--- src/rtl/pu_seq_ctrl_if.sv ---
`default_nettype none
// ============================================================================
// pu_seq_ctrl_if : feeder-to-sequencer data beat handshake (valid/ready/data)
// Rev 1.0 - initial release
// ============================================================================
interface pu_seq_ctrl_if #(
  parameter int TOTAL_INPUT_WIDTH = 512
) ();
  logic                         in_data_valid;
  logic [TOTAL_INPUT_WIDTH-1:0] in_data;
  logic                         out_data_ready;

  modport master (
    output in_data_valid,
    output in_data,
    input  out_data_ready
  );

  modport slave (
    input  in_data_valid,
    input  in_data,
    output out_data_ready
  );
endinterface
`default_nettype wire

--- src/rtl/pu_seq_ctrl.sv ---
`default_nettype none
// ============================================================================
// pu_seq_ctrl : steps one PU's MAC cluster through every partial-sum beat of a
//               layer job and schedules the result-memory writes.
// Rev 1.0 - initial release
// ============================================================================
module pu_seq_ctrl #(
  parameter int DATA_WIDTH        = 8,
  parameter int NUM_MAC4          = 16,
  parameter int TOTAL_INPUT_WIDTH = NUM_MAC4*4*DATA_WIDTH,
  parameter int WADDR_WIDTH       = 7,
  parameter int MAC_LAT           = 2
) (
  input  wire logic                         clk,
  input  wire logic                         rst_n,
  input  wire logic                         in_start,
  input  wire logic [4:0]                   in_cfg_passes_m1,
  input  wire logic [4:0]                   in_cfg_outputs_m1,
  input  wire logic [WADDR_WIDTH-1:0]       in_cfg_w_base,
  input  wire logic [WADDR_WIDTH-1:0]       in_cfg_r_base,
  input  wire logic                         in_cfg_bias,
  input  wire logic                         in_cfg_relu,
  pu_seq_ctrl_if.slave                      feed,
  output logic [WADDR_WIDTH-1:0]            out_w_rd_addr,
  output logic                              out_mac_en,
  output logic [TOTAL_INPUT_WIDTH-1:0]      out_mac_data,
  output logic                              out_add_bias,
  output logic                              out_relu,
  output logic                              out_done,
  output logic                              out_cache_clear,
  output logic                              out_cache_wr_en,
  output logic [4:0]                        out_cache_rd_addr,
  output logic [4:0]                        out_cache_wr_addr,
  output logic [2:0]                        out_bias_addr,
  output logic                              out_r_wr_en,
  output logic [WADDR_WIDTH-1:0]            out_r_wr_addr,
  output logic                              out_busy,
  output logic                              out_finish
);

  typedef enum logic [1:0] {
    S_IDLE  = 2'd0,
    S_CLEAR = 2'd1,
    S_RUN   = 2'd2,
    S_DRAIN = 2'd3
  } state_t;

  localparam logic [2:0] DRAIN_LAST = 3'(MAC_LAT);

  state_t                  state, state_nxt;
  logic [4:0]              cfg_passes_m1, cfg_outputs_m1;
  logic [WADDR_WIDTH-1:0]  cfg_r_base;
  logic                    cfg_bias, cfg_relu;
  logic [4:0]              p, o;
  logic [WADDR_WIDTH-1:0]  wp;
  logic [2:0]              drain_cnt;
  logic [WADDR_WIDTH-1:0]  res_addr;
  logic [MAC_LAT-1:0]      dl_vld;
  logic [WADDR_WIDTH-1:0]  dl_addr [MAC_LAT];

  logic start_ok, beat, last_pass, last_out;

  // The finish cycle still counts as busy, so a start landing on it is ignored.
  assign start_ok  = (state == S_IDLE) && in_start && !out_finish;
  assign beat      = (state == S_RUN) && feed.in_data_valid;
  assign last_pass = (p == cfg_passes_m1);
  assign last_out  = (o == cfg_outputs_m1);

  assign feed.out_data_ready = (state == S_RUN);
  assign out_w_rd_addr       = wp;
  assign out_busy            = (state != S_IDLE) || out_finish;
  assign out_r_wr_en         = dl_vld[MAC_LAT-1];
  assign out_r_wr_addr       = dl_addr[MAC_LAT-1];

  always_ff @(posedge clk or negedge rst_n) begin
    if (!rst_n) state <= S_IDLE;
    else        state <= state_nxt;
  end

  always_comb begin
    state_nxt = state;
    case (state)
      S_IDLE:  if (start_ok) state_nxt = S_CLEAR;
      S_CLEAR: state_nxt = S_RUN;
      S_RUN:   if (beat && last_pass && last_out) state_nxt = S_DRAIN;
      S_DRAIN: if (drain_cnt == DRAIN_LAST) state_nxt = S_IDLE;
      default: state_nxt = S_IDLE;
    endcase
  end

  always_ff @(posedge clk or negedge rst_n) begin
    if (!rst_n) begin
      cfg_passes_m1   <= '0;
      cfg_outputs_m1  <= '0;
      cfg_r_base      <= '0;
      cfg_bias        <= 1'b0;
      cfg_relu        <= 1'b0;
      p               <= '0;
      o               <= '0;
      wp              <= '0;
      drain_cnt       <= '0;
      out_finish      <= 1'b0;
      out_cache_clear <= 1'b0;
    end else begin
      if (start_ok) begin
        cfg_passes_m1  <= in_cfg_passes_m1;
        cfg_outputs_m1 <= in_cfg_outputs_m1;
        cfg_r_base     <= in_cfg_r_base;
        cfg_bias       <= in_cfg_bias;
        cfg_relu       <= in_cfg_relu;
        p              <= '0;
        o              <= '0;
        wp             <= in_cfg_w_base;
      end else if (beat) begin
        wp <= wp + 1'b1;
        if (last_out) begin
          o <= '0;
          p <= p + 5'd1;
        end else begin
          o <= o + 5'd1;
        end
      end
      drain_cnt       <= (state == S_DRAIN) ? drain_cnt + 3'd1 : 3'd0;
      out_finish      <= (state == S_DRAIN) && (drain_cnt == DRAIN_LAST);
      out_cache_clear <= (state == S_CLEAR);
    end
  end

  // Beat strobes lag the beat by one cycle to line up with the weight read.
  always_ff @(posedge clk or negedge rst_n) begin
    if (!rst_n) begin
      out_mac_en        <= 1'b0;
      out_done          <= 1'b0;
      out_cache_wr_en   <= 1'b0;
      out_add_bias      <= 1'b0;
      out_relu          <= 1'b0;
      out_mac_data      <= '0;
      out_cache_rd_addr <= '0;
      out_cache_wr_addr <= '0;
      out_bias_addr     <= '0;
      res_addr          <= '0;
    end else begin
      out_mac_en      <= beat;
      out_done        <= beat && last_pass;
      out_cache_wr_en <= beat && !last_pass;
      out_add_bias    <= beat && last_pass && cfg_bias;
      out_relu        <= beat && last_pass && cfg_relu;
      if (beat) begin
        out_mac_data      <= feed.in_data;
        out_cache_rd_addr <= o;
        out_cache_wr_addr <= o;
        out_bias_addr     <= o[2:0];
        res_addr          <= cfg_r_base + WADDR_WIDTH'(o);
      end
    end
  end

  always_ff @(posedge clk or negedge rst_n) begin
    if (!rst_n) begin
      dl_vld <= '0;
      for (int i = 0; i < MAC_LAT; i++) dl_addr[i] <= '0;
    end else begin
      dl_vld[0]  <= out_done;
      dl_addr[0] <= res_addr;
      for (int i = 1; i < MAC_LAT; i++) begin
        dl_vld[i]  <= dl_vld[i-1];
        dl_addr[i] <= dl_addr[i-1];
      end
    end
  end

endmodule
`default_nettype wire
--- src/flat_wrapper.sv ---
// flat-port wrapper written by rule: the top's interface ports become plain ports
module pu_seq_ctrl_flat 
#(
  parameter int DATA_WIDTH        = 8,
  parameter int NUM_MAC4          = 16,
  parameter int TOTAL_INPUT_WIDTH = NUM_MAC4*4*DATA_WIDTH,
  parameter int WADDR_WIDTH       = 7,
  parameter int MAC_LAT           = 2
)
  (clk, rst_n, in_start, in_cfg_passes_m1, in_cfg_outputs_m1, in_cfg_w_base, in_cfg_r_base, in_cfg_bias, in_cfg_relu, out_w_rd_addr, out_mac_en, out_mac_data, out_add_bias, out_relu, out_done, out_cache_clear, out_cache_wr_en, out_cache_rd_addr, out_cache_wr_addr, out_bias_addr, out_r_wr_en, out_r_wr_addr, out_busy, out_finish, feed_in_data_valid, feed_in_data, feed_out_data_ready);
  pu_seq_ctrl_if #(.TOTAL_INPUT_WIDTH(TOTAL_INPUT_WIDTH)) feed_i ();
  input  wire logic clk;
  input  wire logic rst_n;
  input  wire logic in_start;
  input  wire logic [4:0] in_cfg_passes_m1;
  input  wire logic [4:0] in_cfg_outputs_m1;
  input  wire logic [WADDR_WIDTH-1:0] in_cfg_w_base;
  input  wire logic [WADDR_WIDTH-1:0] in_cfg_r_base;
  input  wire logic in_cfg_bias;
  input  wire logic in_cfg_relu;
  output logic [WADDR_WIDTH-1:0] out_w_rd_addr;
  output logic out_mac_en;
  output logic [TOTAL_INPUT_WIDTH-1:0] out_mac_data;
  output logic out_add_bias;
  output logic out_relu;
  output logic out_done;
  output logic out_cache_clear;
  output logic out_cache_wr_en;
  output logic [4:0] out_cache_rd_addr;
  output logic [4:0] out_cache_wr_addr;
  output logic [2:0] out_bias_addr;
  output logic out_r_wr_en;
  output logic [WADDR_WIDTH-1:0] out_r_wr_addr;
  output logic out_busy;
  output logic out_finish;
  input wire logic [$bits(feed_i.in_data_valid)-1:0] feed_in_data_valid;
  input wire logic [$bits(feed_i.in_data)-1:0] feed_in_data;
  output wire logic [$bits(feed_i.out_data_ready)-1:0] feed_out_data_ready;
  assign feed_i.in_data_valid = feed_in_data_valid;
  assign feed_i.in_data = feed_in_data;
  assign feed_out_data_ready = feed_i.out_data_ready;
  pu_seq_ctrl #(.DATA_WIDTH(DATA_WIDTH), .NUM_MAC4(NUM_MAC4), .TOTAL_INPUT_WIDTH(TOTAL_INPUT_WIDTH), .WADDR_WIDTH(WADDR_WIDTH), .MAC_LAT(MAC_LAT)) u_core (.clk(clk), .rst_n(rst_n), .in_start(in_start), .in_cfg_passes_m1(in_cfg_passes_m1), .in_cfg_outputs_m1(in_cfg_outputs_m1), .in_cfg_w_base(in_cfg_w_base), .in_cfg_r_base(in_cfg_r_base), .in_cfg_bias(in_cfg_bias), .in_cfg_relu(in_cfg_relu), .feed(feed_i), .out_w_rd_addr(out_w_rd_addr), .out_mac_en(out_mac_en), .out_mac_data(out_mac_data), .out_add_bias(out_add_bias), .out_relu(out_relu), .out_done(out_done), .out_cache_clear(out_cache_clear), .out_cache_wr_en(out_cache_wr_en), .out_cache_rd_addr(out_cache_rd_addr), .out_cache_wr_addr(out_cache_wr_addr), .out_bias_addr(out_bias_addr), .out_r_wr_en(out_r_wr_en), .out_r_wr_addr(out_r_wr_addr), .out_busy(out_busy), .out_finish(out_finish));
endmodule
--- config.mk ---
export PLATFORM = sky130hd
export DESIGN_NAME = pu_seq_ctrl_flat
export DESIGN_NICKNAME = d
export VERILOG_FILES = /design/src/rtl/pu_seq_ctrl_if.sv /design/src/rtl/pu_seq_ctrl.sv /design/src/flat_wrapper.sv
export SDC_FILE = /design/constraint.sdc
export NUM_CORES = 1
export LEC_CHECK = 0
export ABC_AREA = 0
export CORE_AREA = 2 2 429 431
export CTS_BUF_LIST = sky130_fd_sc_hd__clkbuf_8
export DETAILED_ROUTE_END_ITERATION = 10
export DIE_AREA = 0 0 431 433
export PLACE_DENSITY_LB_ADDON = 0.2
export REMOVE_ABC_BUFFERS = 1
export SLEW_MARGIN = 40
export SYNTH_ARGS = -nofsm -noshare
export SYNTH_HDL_FRONTEND = slang
export SYNTH_SLANG_ARGS = --single-unit
--- constraint.sdc ---
create_clock -name clk -period 1.8 [get_ports clk]
set_clock_uncertainty 0.05 [all_clocks]
set_input_delay 0.27 -clock clk [delete_from_list [all_inputs] [get_ports clk]]
set_output_delay 0.27 -clock clk [all_outputs]
set_load 0.05 [all_outputs]
; ---- After elaboration in Yosys (flattened, before gate mapping)
; Cells that the tools add are included.
[classes]
n_reduce_logical = 18
n_addsub = 5
eq_ne = 9
n_mux = 13
[op_table]
columns = operator, count
row1 = 2-to-1 mux 5 bit, 6
row2 = 2-to-1 mux 7 bit, 2
row3 = "adder 5 x 1 -> 5 bit, second input constant", 2
row4 = == test 5 bit, 2
row5 = logical AND 1 bit, 9
row6 = one-hot mux 2 bit (4 select lines), 1
row7 = "adder 7 x 1 -> 7 bit, second input constant", 1
row8 = adder 7 x 5 -> 7 bit, 1
row9 = 2-to-1 mux 2 bit, 3
row10 = "!= test 2 x 1 -> 1 bit, second input constant", 3
row11 = nonzero test 2 bit, 3
row12 = "== test 2 bit, second input constant", 2
row13 = "adder 3 x 1 -> 3 bit, second input constant", 1
row14 = "== test 3 x 2 -> 1 bit, second input constant", 1
row15 = 2-to-1 mux 3 bit, 1
row16 = AND reduction 3 bit, 1
row17 = "== test 2 x 1 -> 1 bit, second input constant", 1
row18 = logical NOT 1 bit, 2
row19 = logical NOT 2 bit, 1
row20 = AND reduction 2 bit, 1
row21 = logical OR 1 bit, 1
[totals]
regBits = 591
out_inout_bits = 549
input_bits = 542
word_cells = 69

; ---- Depth between registers and ports, before layout
[logic_depth]
word_depth = 6
ltp_mapped = 9
mapped_depth_nobuf = 9

; ---- Worst setup path before layout
; No wires, ideal clock.
[synth_path]
path_type = reg-to-reg
startpoint = register u_core.state[0]
endpoint = register u_core.state[1]
stages_incl_launch_ff = 8
setup_ns = 0.128
n_path_buf = 0
t_arrival_ns = 2.073
t_required_ns = 1.622
setup_slack_ns = -0.450
synth_period_minus_slack_ns = 2.250
cell_sequence = dfrtp_1 -> inv_1 -> ha_1 -> nand2_2 -> nor3_4 -> a21boi_2 -> a221oi_2 -> mux2_1
[synth_via]
elab_chain_len = 6
word_cells_on_any_way = 14
classes_between = eq/ne (6) / mux (1) / reduce/logical (7)
[synth_rtl]
columns = element, line_no
row1 = start: declaration, pu_seq_ctrl.sv:50  ; state_t state, state_nxt;
row2 = start signal: assignment, pu_seq_ctrl.sv:77  ; else state <= state_nxt;
row3 = == test 2 bit *, n/a
row4 = net feed_out_data_ready, flat_wrapper.sv:38  ; output wire logic [$bits(feed_i.out_data_ready)-1:0] feed_out_data_ready;
row5 = logical AND 1 bit, pu_seq_ctrl.sv:65  ; assign beat = (state == S_RUN) && feed.in_data_valid;
row6 = logical AND 1 bit (2 in a row), pu_seq_ctrl.sv:85  ; S_RUN: if (beat && last_pass && last_out) state_nxt = S_DRAIN;
row7 = != test 2 x 1 -> 1 bit (no line), n/a
row8 = AND reduction 3 bit (no line), n/a
; Mark *: on every way through the listed nets, which the timed path passes. The rest lies on a longest branch.
; A chain may end at the register's enable or synchronous reset.

; ---- Final worst setup path
[layout_path]
startpoint = register u_core.state[1]
endpoint = output out_busy
[layout_via]
elab_chain_len = 2
[layout_rtl]
columns = element, line_no
row1 = nonzero test 2 bit, pu_seq_ctrl.sv:71  ; assign out_busy = (state != S_IDLE) || out_finish;
row2 = logical OR 1 bit, pu_seq_ctrl.sv:71
row3 = end: declaration, flat_wrapper.sv:34  ; output logic out_busy;
; Every way passes these cells.

==> key figures <==
Final layout
  • Final Util: 30.4%
  • Layout area overhead: 147%
  • Share of layout cells above drive strength 1: 44.9%
  • Design Area, Final: 55,300 um2
  • Nets: 5,110
  • Most common cell after layout, fill and taps aside: nand2_1
  • Commonest non-fill, non-tap cells in the layout: nand2_1, nand2_2, buf_6

Yosys
  • Post-synth EDFFs: 0
  • Syn. warnings: 0
  • Sequential share of the synthesized area: 65.8%
  • Mapped cell area: 22,400 um2
  • Async set-reset flop share out of synthesis: 100%
  • Avg Cell Area, Syn: 8.98 um2
  • Most used DFF post-synth: dfrtp_1
  • Unique masters post-synth: 40
  • Register bit count reported by yosys: 588
  • Synth Instances: 2,488

Floorplan
  • Core ar.: 182,000 um2
  • Initial Util: 12.3%
  • I/O pin count: 1,091
  • Num rows: 157
  • Total Die Area: 187,000 um2
  • Die span in y: 433 um
  • Die W: 431 um

Critical path
  • Launch point of the worst path: u_core.state[1]$_DFFE_PN0P_
  • CP arrival: 1920 ps
  • Crit path capture type: output port
  • Worst Setup Path Type: flip-flop to output port
  • Critical Path Fanout Max: 2
  • Critical path launch point type: flip-flop
  • CP required: 1480 ps
  • RR Startpoint: u_core.state[1]$_DFFE_PN0P_

Timing
  • Slew Limit Fails: 0
  • Setup ws final: -438 ps
  • # setup viols final: 592
  • Post-route minimum period: 2240 ps
  • Worst-Margin Slew: 751 ps
  • Slew headroom: 49.7%
  • Final Hold Fails: 0
  • Unrepaired setup endpoints after global routing: yes
  • FMAX: 0.447 GHz
  • Final period util: 124%

Placement
  • GPL Wtd Cong: 0.827
  • Half-perimeter wire length after placement: 94,900 um
  • PortBufs: 1,090
  • Dpl ws: -331 ps
  • Post-DP Area: 35,900 um2

Routing
  • DR pass1 iterations: 4
  • Avg WL per Cell: 20.2 um
  • DRC violations left: 0
  • Avg Vias per Cell: 3.54
  • DR iter-0 viols: 1,007
  • ANT nets after route: 0
  • Final wirelength: 142,000 um
  • Via Count: 25,000

Clock network
  • CTS Buf Count: 119
  • CTS Root Cell: clkbuf_8
  • H-tree levels: 3
  • CTS sink count: 588
  • CTS tree: done
  • Clock transition at path regs: 60 ps
  • Clock Latency Late Sink: 870 ps
  • Clk buf depth: 3

Power and ir drop
  • Overall power consumption: 106 mW
  • Pwr/cell area: 1920 nW/um2
  • Peak VDD IR: 978 uV
  • LEAKAGE: 26.9 nW

GRT
  • Initial antenna violation count: 17
  • Vias in the first global route: 26,500
  • Gr usage total: 14.4%
  • Largest net degree at the start of global routing: 65
  • Gr ovfl total: 0
  • First-pass GRT wire length: 194,000 um

Min path
  • Hold_sp: feed_in_data[103]
  • Hold crit path type: input pin to flip-flop

Job
  • Max-cap viol count: 0

Outcome
  • Status: finished, violations left
  • Failing checks: negative setup slack
synthesized netlist by cell type (2+ instances only):
| library cell | number | share of area, % |
|---|---|---|
| nand2_1 | 1632 | 27 |
| dfrtp_1 | 588 | 66 |
| clkbuf_1 | 97 | 1.6 |
| buf_1 | 20 | 0.34 |
| o21ai_0 | 17 | 0.38 |
| nor2_1 | 16 | 0.27 |
| buf_4 | 15 | 0.50 |
| ha_1 | 14 | 0.78 |
| xnor2_1 | 14 | 0.55 |
| inv_1 | 11 | 0.18 |
| xor2_1 | 11 | 0.43 |
| a21oi_1 | 6 | 0.13 |
| buf_2 | 6 | 0.13 |
| nand4_1 | 4 | 0.11 |
| and3_1 | 3 | 0.084 |
| nand2b_1 | 3 | 0.084 |
| nor3_1 | 3 | 0.067 |
| a32o_1 | 2 | 0.090 |
| and2_2 | 2 | 0.067 |
| nand3_1 | 2 | 0.045 |
| nand3_2 | 2 | 0.090 |
| o21ai_1 | 2 | 0.045 |
cells by family (layout without fill, tap and decap cells):
kind of cell               after synthesis  after routing  synth area share [%]
xor gates and xnor gates                25             25                 0.980
adders and majority gates               15             15                 0.873
AOI/OAI and AO/OA                       34             34                 0.935
other                                    0             15                     0
muxes                                    2              2                0.0952
DFF                                    588            588                  65.8
and+or+nand+nor                       1674           1674                  28.5
buffers and inverters                  150           2316                  2.80
critical path: stages, from the launching register on:
cell,delay [ps]
dfrtp_1,400
buf_6,130
inv_4,50
ha_4,130
nand2b_4,70
buf_6,120
buf_12,140
state kept, by name, indices dropped and copies added (netlist names):
name,cells
u_core.out_cache_clear,1
u_core.cfg_outputs_m1,5
u_core.cfg_relu,1
u_core.o,5
u_core.dl_addr,7
u_core.out_mac_en,1
u_core.drain_cnt,3
u_core.out_r_wr_addr,7
u_core.out_relu,1
u_core.state,2
u_core.res_addr,7
u_core.out_add_bias,1
u_core.p,5
u_core.dl_vld,2
u_core.out_bias_addr,2
u_core.out_cache_rd_addr,3
u_core.cfg_r_base,7
u_core.out_w_rd_addr,7
u_core.out_finish,1
u_core.out_mac_data,512
u_core.out_done,1
u_core.cfg_passes_m1,5
u_core.cfg_bias,1
u_core.out_cache_wr_en,1
report_power, final:
part | total [mW] | internal, mW | switching [mW]
Clock | 15.5 | 8.50 | 6.97
Combinational | 66.0 | 26.7 | 39.3
Sequential | 25.0 | 19.5 | 5.47
Total | 106 | 54.7 | 51.7
final cells by class:
cell class | instances | area, um2
antenna | 15 | 37.5
clock buffer | 153 | 2110
clock inverter | 69 | 494
fill | 18900 | 127000
inverter | 12 | 73.8
multi-input combinational | 1750 | 10800
sequential | 588 | 14700
tap | 2385 | 2980
timing repair buffer | 2080 | 24000
timing repair inverter | 2 | 60.1
per-layer routing:
metal / track usage [%] / up-vias / part of all wire [%]
li1: - / 11800 / -
met1: 17.0 / 12300 / 40
met2: 25.2 / 698 / 52
met3: 3.77 / 225 / 5.3
met4: 5.02 / 2 / 3.4
met5: 0 / - / 0.0091
stage by stage:
step	hold slack, ps	setup TNS [ps]	std cells
floorplan	-75.6	-6666630	2350
global placement	106	-75890	5978
detailed placement	102	-84160	5978
CTS	0.373	-155750	7016
global route	42.4	-162460	7052
finish	119	-65950	7054
path summary, 6_finish.rpt:
kind,endpoint,slack [ps],cells past startpoint
min in group asynchronous,u_core.out_mac_data[264]$_DFFE_PN0P_,130,3
setup reg to reg,u_core.out_mac_data[398]$_DFFE_PN0P_,-230,12
hold / removal,u_core.out_mac_data[103]$_DFFE_PN0P_,120,3
setup / recovery,out_busy,-440,6
max in group asynchronous,u_core.out_mac_data[286]$_DFFE_PN0P_,30,5
hold reg to reg,u_core.out_r_wr_addr[2]$_DFF_PN0_,300,0
repair_timing:
action	in CTS	in global routing
endpoints found under the hold margin	1123	0
pin swaps	364	560
gates cloned	78	32
hold buffers	539	0
resized for setup	1258	950
setup endpoints to repair	958	1103
buffers inserted	204	37
(Power assumes the default switching activity.)
